[config.mk]
export PLATFORM = sky130hd
export DESIGN_NAME = spi_req_arb
export DESIGN_NICKNAME = d
export VERILOG_FILES = /design/src/rtl/spi_arb_pkg.sv /design/src/rtl/spi_req_arb_rr_pick.sv /design/src/rtl/spi_req_arb.sv
export SDC_FILE = /design/constraint.sdc
export NUM_CORES = 1
export LEC_CHECK = 0
export CAP_MARGIN = 25
export CORE_MARGIN = 2
export CORE_UTILIZATION = 35
export DETAILED_ROUTE_END_ITERATION = 8
export PLACE_DENSITY = 0.71
export SYNTH_ARGS = -nofsm -noshare
export SYNTH_HDL_FRONTEND = slang
export SYNTH_SLANG_ARGS = --single-unit
[constraint.sdc]
create_clock -name clk -period 7.46 [get_ports clk]
set_input_delay 1.865 -clock clk [delete_from_list [all_inputs] [get_ports clk]]
set_output_delay 1.865 -clock clk [all_outputs]
set_load 0.01 [all_outputs]
[src/rtl/spi_arb_pkg.sv]
// Shared types and constants for the SPI request arbiter and its helpers.
package spi_arb_pkg;

    localparam int              SPI_W        = 16;
    localparam logic [SPI_W-1:0] RESP_TIMEOUT = 16'hDEAD;

    typedef enum logic [1:0] {
        IDLE,
        SEND,
        WAIT,
        ACK
    } arb_state_t;

endpackage

[src/rtl/spi_req_arb_rr_pick.sv]
// rr_pick: combinational round-robin picker; first set req bit at or above rr_ptr, wrapping.
module rr_pick #(
    parameter int NUM_REQ = 4,
    parameter int ID_W    = $clog2(NUM_REQ)
) (
    input  logic [NUM_REQ-1:0] req,
    input  logic [ID_W-1:0]    rr_ptr,
    output logic               valid,
    output logic [ID_W-1:0]    grant
);

    logic [NUM_REQ-1:0] w_rot;
    logic [ID_W-1:0]    w_off;
    logic [ID_W:0]      w_sum;

    // Rotate so rr_ptr lands at bit 0; the lowest set bit is then the winner's offset.
    assign w_rot = NUM_REQ'({req, req} >> rr_ptr);

    always_comb begin
        valid = |w_rot;
        w_off = '0;
        for (int i = NUM_REQ - 1; i >= 0; i--) begin
            if (w_rot[i]) w_off = ID_W'(i);
        end
        w_sum = {1'b0, rr_ptr} + {1'b0, w_off};
        grant = (w_sum >= (ID_W+1)'(NUM_REQ)) ? ID_W'(w_sum - (ID_W+1)'(NUM_REQ))
                                               : ID_W'(w_sum);
    end

endmodule

[src/rtl/spi_req_arb.sv]
// Round-robin arbiter sharing one SPI monarch among NUM_REQ requesters.
// Optional WAIT timeout with error response is enabled by defining SPI_TIMEOUT_EN.
module spi_req_arb
    import spi_arb_pkg::*;
#(
    parameter int NUM_REQ   = 4,
    parameter int ID_W      = $clog2(NUM_REQ),
    parameter int TO_CYCLES = 4096
) (
    input  logic                     clk,
    input  logic                     rst_n,
    input  logic [NUM_REQ-1:0]       req,
    input  logic [SPI_W*NUM_REQ-1:0] cmd_in,
    output logic [NUM_REQ-1:0]       ack,
    output logic [SPI_W-1:0]         resp_out,
    output logic                     err,
    output logic                     busy,
    output logic [ID_W-1:0]          grant_id,
    output logic                     spi_snd,
    output logic [SPI_W-1:0]         spi_cmd,
    input  logic                     spi_done,
    input  logic [SPI_W-1:0]         spi_resp
);

    if (NUM_REQ < 2 || NUM_REQ > 8 || TO_CYCLES < 2) begin : g_bad_param
        $error("spi_req_arb: unsupported NUM_REQ or TO_CYCLES");
    end

    arb_state_t       r_state, w_state_nxt;
    logic [ID_W-1:0]  r_grant_id, r_rr_ptr, w_pick_id;
    logic             w_pick_vld;
    logic [SPI_W-1:0] r_spi_cmd, r_resp, w_pick_cmd;
    logic             w_timeout;

    rr_pick #(.NUM_REQ(NUM_REQ), .ID_W(ID_W)) u_rr_pick (
        .req    (req),
        .rr_ptr (r_rr_ptr),
        .valid  (w_pick_vld),
        .grant  (w_pick_id)
    );

    always_comb begin
        w_pick_cmd = '0;
        for (int i = 0; i < NUM_REQ; i++) begin
            if (w_pick_id == ID_W'(i)) w_pick_cmd = cmd_in[i*SPI_W +: SPI_W];
        end
    end

    always_ff @(posedge clk or negedge rst_n) begin
        if (!rst_n) r_state <= IDLE;
        else        r_state <= w_state_nxt;
    end

    always_comb begin
        w_state_nxt = r_state;
        case (r_state)
            IDLE:    if (w_pick_vld) w_state_nxt = SEND;
            SEND:    w_state_nxt = WAIT;
            WAIT:    if (spi_done || w_timeout) w_state_nxt = ACK;
            ACK:     w_state_nxt = IDLE;
            default: w_state_nxt = IDLE;
        endcase
    end

    always_ff @(posedge clk or negedge rst_n) begin
        if (!rst_n) begin
            r_grant_id <= '0;
            r_rr_ptr   <= '0;
            r_spi_cmd  <= '0;
            r_resp     <= '0;
        end else begin
            case (r_state)
                IDLE: if (w_pick_vld) begin
                    r_grant_id <= w_pick_id;
                    r_spi_cmd  <= w_pick_cmd;
                end
                WAIT: begin
                    // A done arriving on the timeout cycle still wins.
                    if (spi_done)       r_resp <= spi_resp;
                    else if (w_timeout) r_resp <= RESP_TIMEOUT;
                end
                ACK: r_rr_ptr <= (r_grant_id == ID_W'(NUM_REQ - 1)) ? '0
                                                                     : r_grant_id + ID_W'(1);
                default: ;
            endcase
        end
    end

`ifdef SPI_TIMEOUT_EN
    logic [15:0] r_wait_cnt;
    logic        r_err;

    assign w_timeout = (r_wait_cnt == 16'(TO_CYCLES - 1));

    always_ff @(posedge clk or negedge rst_n) begin
        if (!rst_n) begin
            r_wait_cnt <= '0;
            r_err      <= 1'b0;
        end else begin
            if (r_state == SEND)      r_wait_cnt <= '0;
            else if (r_state == WAIT) r_wait_cnt <= r_wait_cnt + 16'd1;
            if (r_state == WAIT) begin
                if (spi_done)       r_err <= 1'b0;
                else if (w_timeout) r_err <= 1'b1;
            end
        end
    end

    assign err = (r_state == ACK) && r_err;
`else
    assign w_timeout = 1'b0;
    assign err       = 1'b0;
`endif

    assign busy     = (r_state != IDLE);
    assign spi_snd  = (r_state == SEND);
    assign ack      = (r_state == ACK) ? (NUM_REQ'(1) << r_grant_id) : '0;
    assign grant_id = r_grant_id;
    assign spi_cmd  = r_spi_cmd;
    assign resp_out = r_resp;

endmodule

==> out/results.ini <==
[run_status]
status=finished clean

[logic_synthesis]
yosysWarnings=0
synthCells=224
ys_seq_area_share_pct=40.8
synthFlopType=dfrtp_1
syn-cell-area_mm2=0.00233
synth.distinct_cells=31
synth_top_area_share_pct=40.8
synth_nets=320
synth_area_leaders=dfrtp_1 41%, mux2_2 10%, mux2_4 9.0%
synth_seq_cells=38
synth.avg_cell_area_um2=10.4
synth_top_area_cell=dfrtp_1
synth_enable_flop_cells=0
synthArstFlopShare_pct=100

[global_route]
track_usage_pct=15.6
grt_pass1_wl_mm=9.21
gr-total-overflow=0
antenna_found_initial=0
grt_pass1_vias=2022
grt_max_degree=39

[layout]
diodes=0
drive_gt1_share_pct=14.4
syn_to_final_growth_pct=60.8
layout.cells.non_filler=424
nFillCells=549
fin_area_mm2=0.00375
final_nets=442

[timing]
rsz0062_at_grt=no
min_period_ns=4.50
fin_ws_ns=2.96
fin_skew_ns=0.00263
setup_viol=0
worst_pin_slew_ns=0.871
drv_slew=0
maxSlewHeadroom_pct=42.0
fin_tns_setup_ns=0
fmax_mhz=222
period_share_pct=60.3
hold_viol=0

[worst_setup_path]
reg2reg_from=r_rr_ptr[0]$_DFFE_PN0P_
path_max_fanout=33
cp.arrival_ns=4.70
start_kind=input port
rr_worst_depth=10
rrSetupSlack_ns=4.54
endpoint_kind=flop
timing.rr.end=spi_cmd[9]$_DFFE_PN0P_
critical_path_class=input port to flop
required_ns=7.66

[power_and_ir_drop]
p_total_mw=1.56
peakVddDrop_mv=0.327
leakage_nw=1.59
p_per_area_mw_per_mm2=416

[detailed_routing]
wl_per_cell_um=13.5
dr.first_iter.drc_count=43
wl_mm=5.73
dr.pass1.iters=4
via_per_inst=4.88
route.vias.total=2069
ant_nets=0
drc=0

[clocking]
insertion_delay_ns=0.29
cts_root_buffer=clkbuf_8
htreeDepth=2
clock-sinks=38
clk_path_buf_depth=2
post_cts_buffers=0
clk_pin_slew_ns=0.08
tritoncts=done
hold_buffers=0
cts_buffers=5
postCtsResizedCells=0

[worst_hold_path]
hold_start=spi_cmd[14]$_DFFE_PN0P_
hold_path_class=flop to flop
holdPathStages=2
hold_end=spi_cmd[14]$_DFFE_PN0P_

[die]
rows=29
core_region_area_mm2=0.00639
dieArea_mm2=0.00734
die_y_um=85.7
die_w_um=85.7
io_pins=128
start_util_pct=36.5

[placed_design]
hpwl_mm=4.34
post_dp_cell_area_mm2=0.00364
io_buffer_count=126
dp_cells=416
gp_congestion=0.710
pre_cts_ws_ns=2.63

[run]
drv_cap=0

## cell usage after synthesis, types with 3 or more instances
cell type,instances
mux2i_1,16
buf_6,3
clkbuf_1,7
o211ai_1,17
dfrtp_1,38
mux2_2,21
and2_1,4
nor2_1,8
ha_1,9
mux2_4,14
nand2_1,56
inv_1,8
## per-stage QoR
stage | hold WS, ns | utilization (%)
2_1_floorplan | 0.517 | -
3_3_place_gp | 0.478 | 56.8
3_5_place_dp | 0.491 | 57.0
4_1_cts | 0.510 | 58.7
5_1_grt | 0.517 | 58.7
6_report | 0.505 | 58.7
## area by class of cell
class / instances / area [um^2] / share of cell area (%)
multi-input combinational: 164 / 1280 / 34.2
timing repair buffer: 128 / 1280 / 34.1
sequential: 38 / 951 / 25.4
tap: 77 / 96.3 / 2.57
clock buffer: 5 / 68.8 / 1.83
clock inverter: 3 / 40.0 / 1.07
inverter: 9 / 33.8 / 0.901
## flip-flops by register name (all words and copies together), names as in the netlist
register,count
resp_out,16
spi_cmd,16
grant_id,2
r_rr_ptr,2
r_state,2
## critical path, cell delays in order
cell and delay, ns:
clkdlybuf4s50_1 0.60, nor2b_1 0.08, a221o_1 0.30, nand2_1 0.06, o221ai_1 0.11, ha_1 0.22, xnor2_1 0.34, xnor2_4 0.15
buf_4 0.46, mux2_2 0.40, o211ai_1 0.08
## kinds of logic (layout without fill, tap and decap cells)
kind of cell | after synthesis | in the layout | share of synthesized area [%]
compound gates | 28 | 28 | 9.28
xor+xnor | 2 | 2 | 1.07
fa+ha+maj | 9 | 9 | 4.83
buf+inv | 22 | 145 | 4.88
flops | 38 | 38 | 40.8
mux | 51 | 51 | 26.0
other cells | 1 | 1 | 0.161
simple gates | 73 | 73 | 13.0
## metal layers
metal | global-route usage [%] | share of wire, % | vias to the layer above
met4 | 5.48 | 1.3 | 0
li1 | - | - | 1010
met1 | 17.1 | 42 | 972
met2 | 28.6 | 50 | 81
met5 | 0 | 0 | -
met3 | 4.33 | 7.5 | 6
## worst max-delay path by stage
stage	start	endpoint	slack [ns]
finish	req[1]	spi_cmd[9]$_DFFE_PN0P_	2.96
global route	req[1]	spi_cmd[10]$_DFFE_PN0P_	2.71
CTS	req[1]	spi_cmd[9]$_DFFE_PN0P_	2.94
detailed placement	req[1]	spi_cmd[9]$_DFFE_PN0P_	2.63
global placement	req[2]	spi_cmd[2]$_DFFE_PN0P_	2.64
floorplan	req[0]	spi_cmd[12]$_DFFE_PN0P_	3.75
## where the power goes
| group | internal [mW] | total, mW | leakage, nW | switching (mW) |
|---|---|---|---|---|
| Clock | 0.0984 | 0.173 | 0.0579 | 0.0749 |
| Combinational | 0.556 | 1.00 | 1.07 | 0.449 |
| Sequential | 0.315 | 0.384 | 0.457 | 0.0687 |
| Total | 0.970 | 1.56 | 1.59 | 0.592 |
## layout by cell type, fill, tap and decap left out
| master | n |
|---|---|
| buf_2 | 1 |
| nand4b_1 | 1 |
| inv_1 | 8 |
| o221ai_1 | 2 |
| bufinv_16 | 1 |
| xnor2_1 | 1 |
| and2_1 | 4 |
| clkinv_1 | 1 |
| nor3b_2 | 1 |
| nor2_2 | 1 |
| nand2_1 | 56 |
| buf_4 | 1 |
| mux2_4 | 14 |
| o22a_1 | 1 |
| clkbuf_8 | 5 |
| a32oi_1 | 1 |
| o311ai_2 | 1 |
| ha_1 | 9 |
| a21oi_1 | 2 |
| nor3_1 | 1 |
| o211ai_1 | 17 |
| o21ai_0 | 2 |
| nor2b_1 | 1 |
| a21o_1 | 1 |
| nand2b_1 | 1 |
| mux2i_1 | 16 |
| mux2_2 | 21 |
| clkdlybuf4s50_1 | 125 |
| dfrtp_1 | 38 |
| a221o_1 | 1 |
| buf_8 | 1 |
| xnor2_4 | 1 |
| nor2_1 | 7 |
| conb_1 | 1 |
| clkinv_2 | 2 |
No activity file was read; power rests on OpenSTA's default activity.
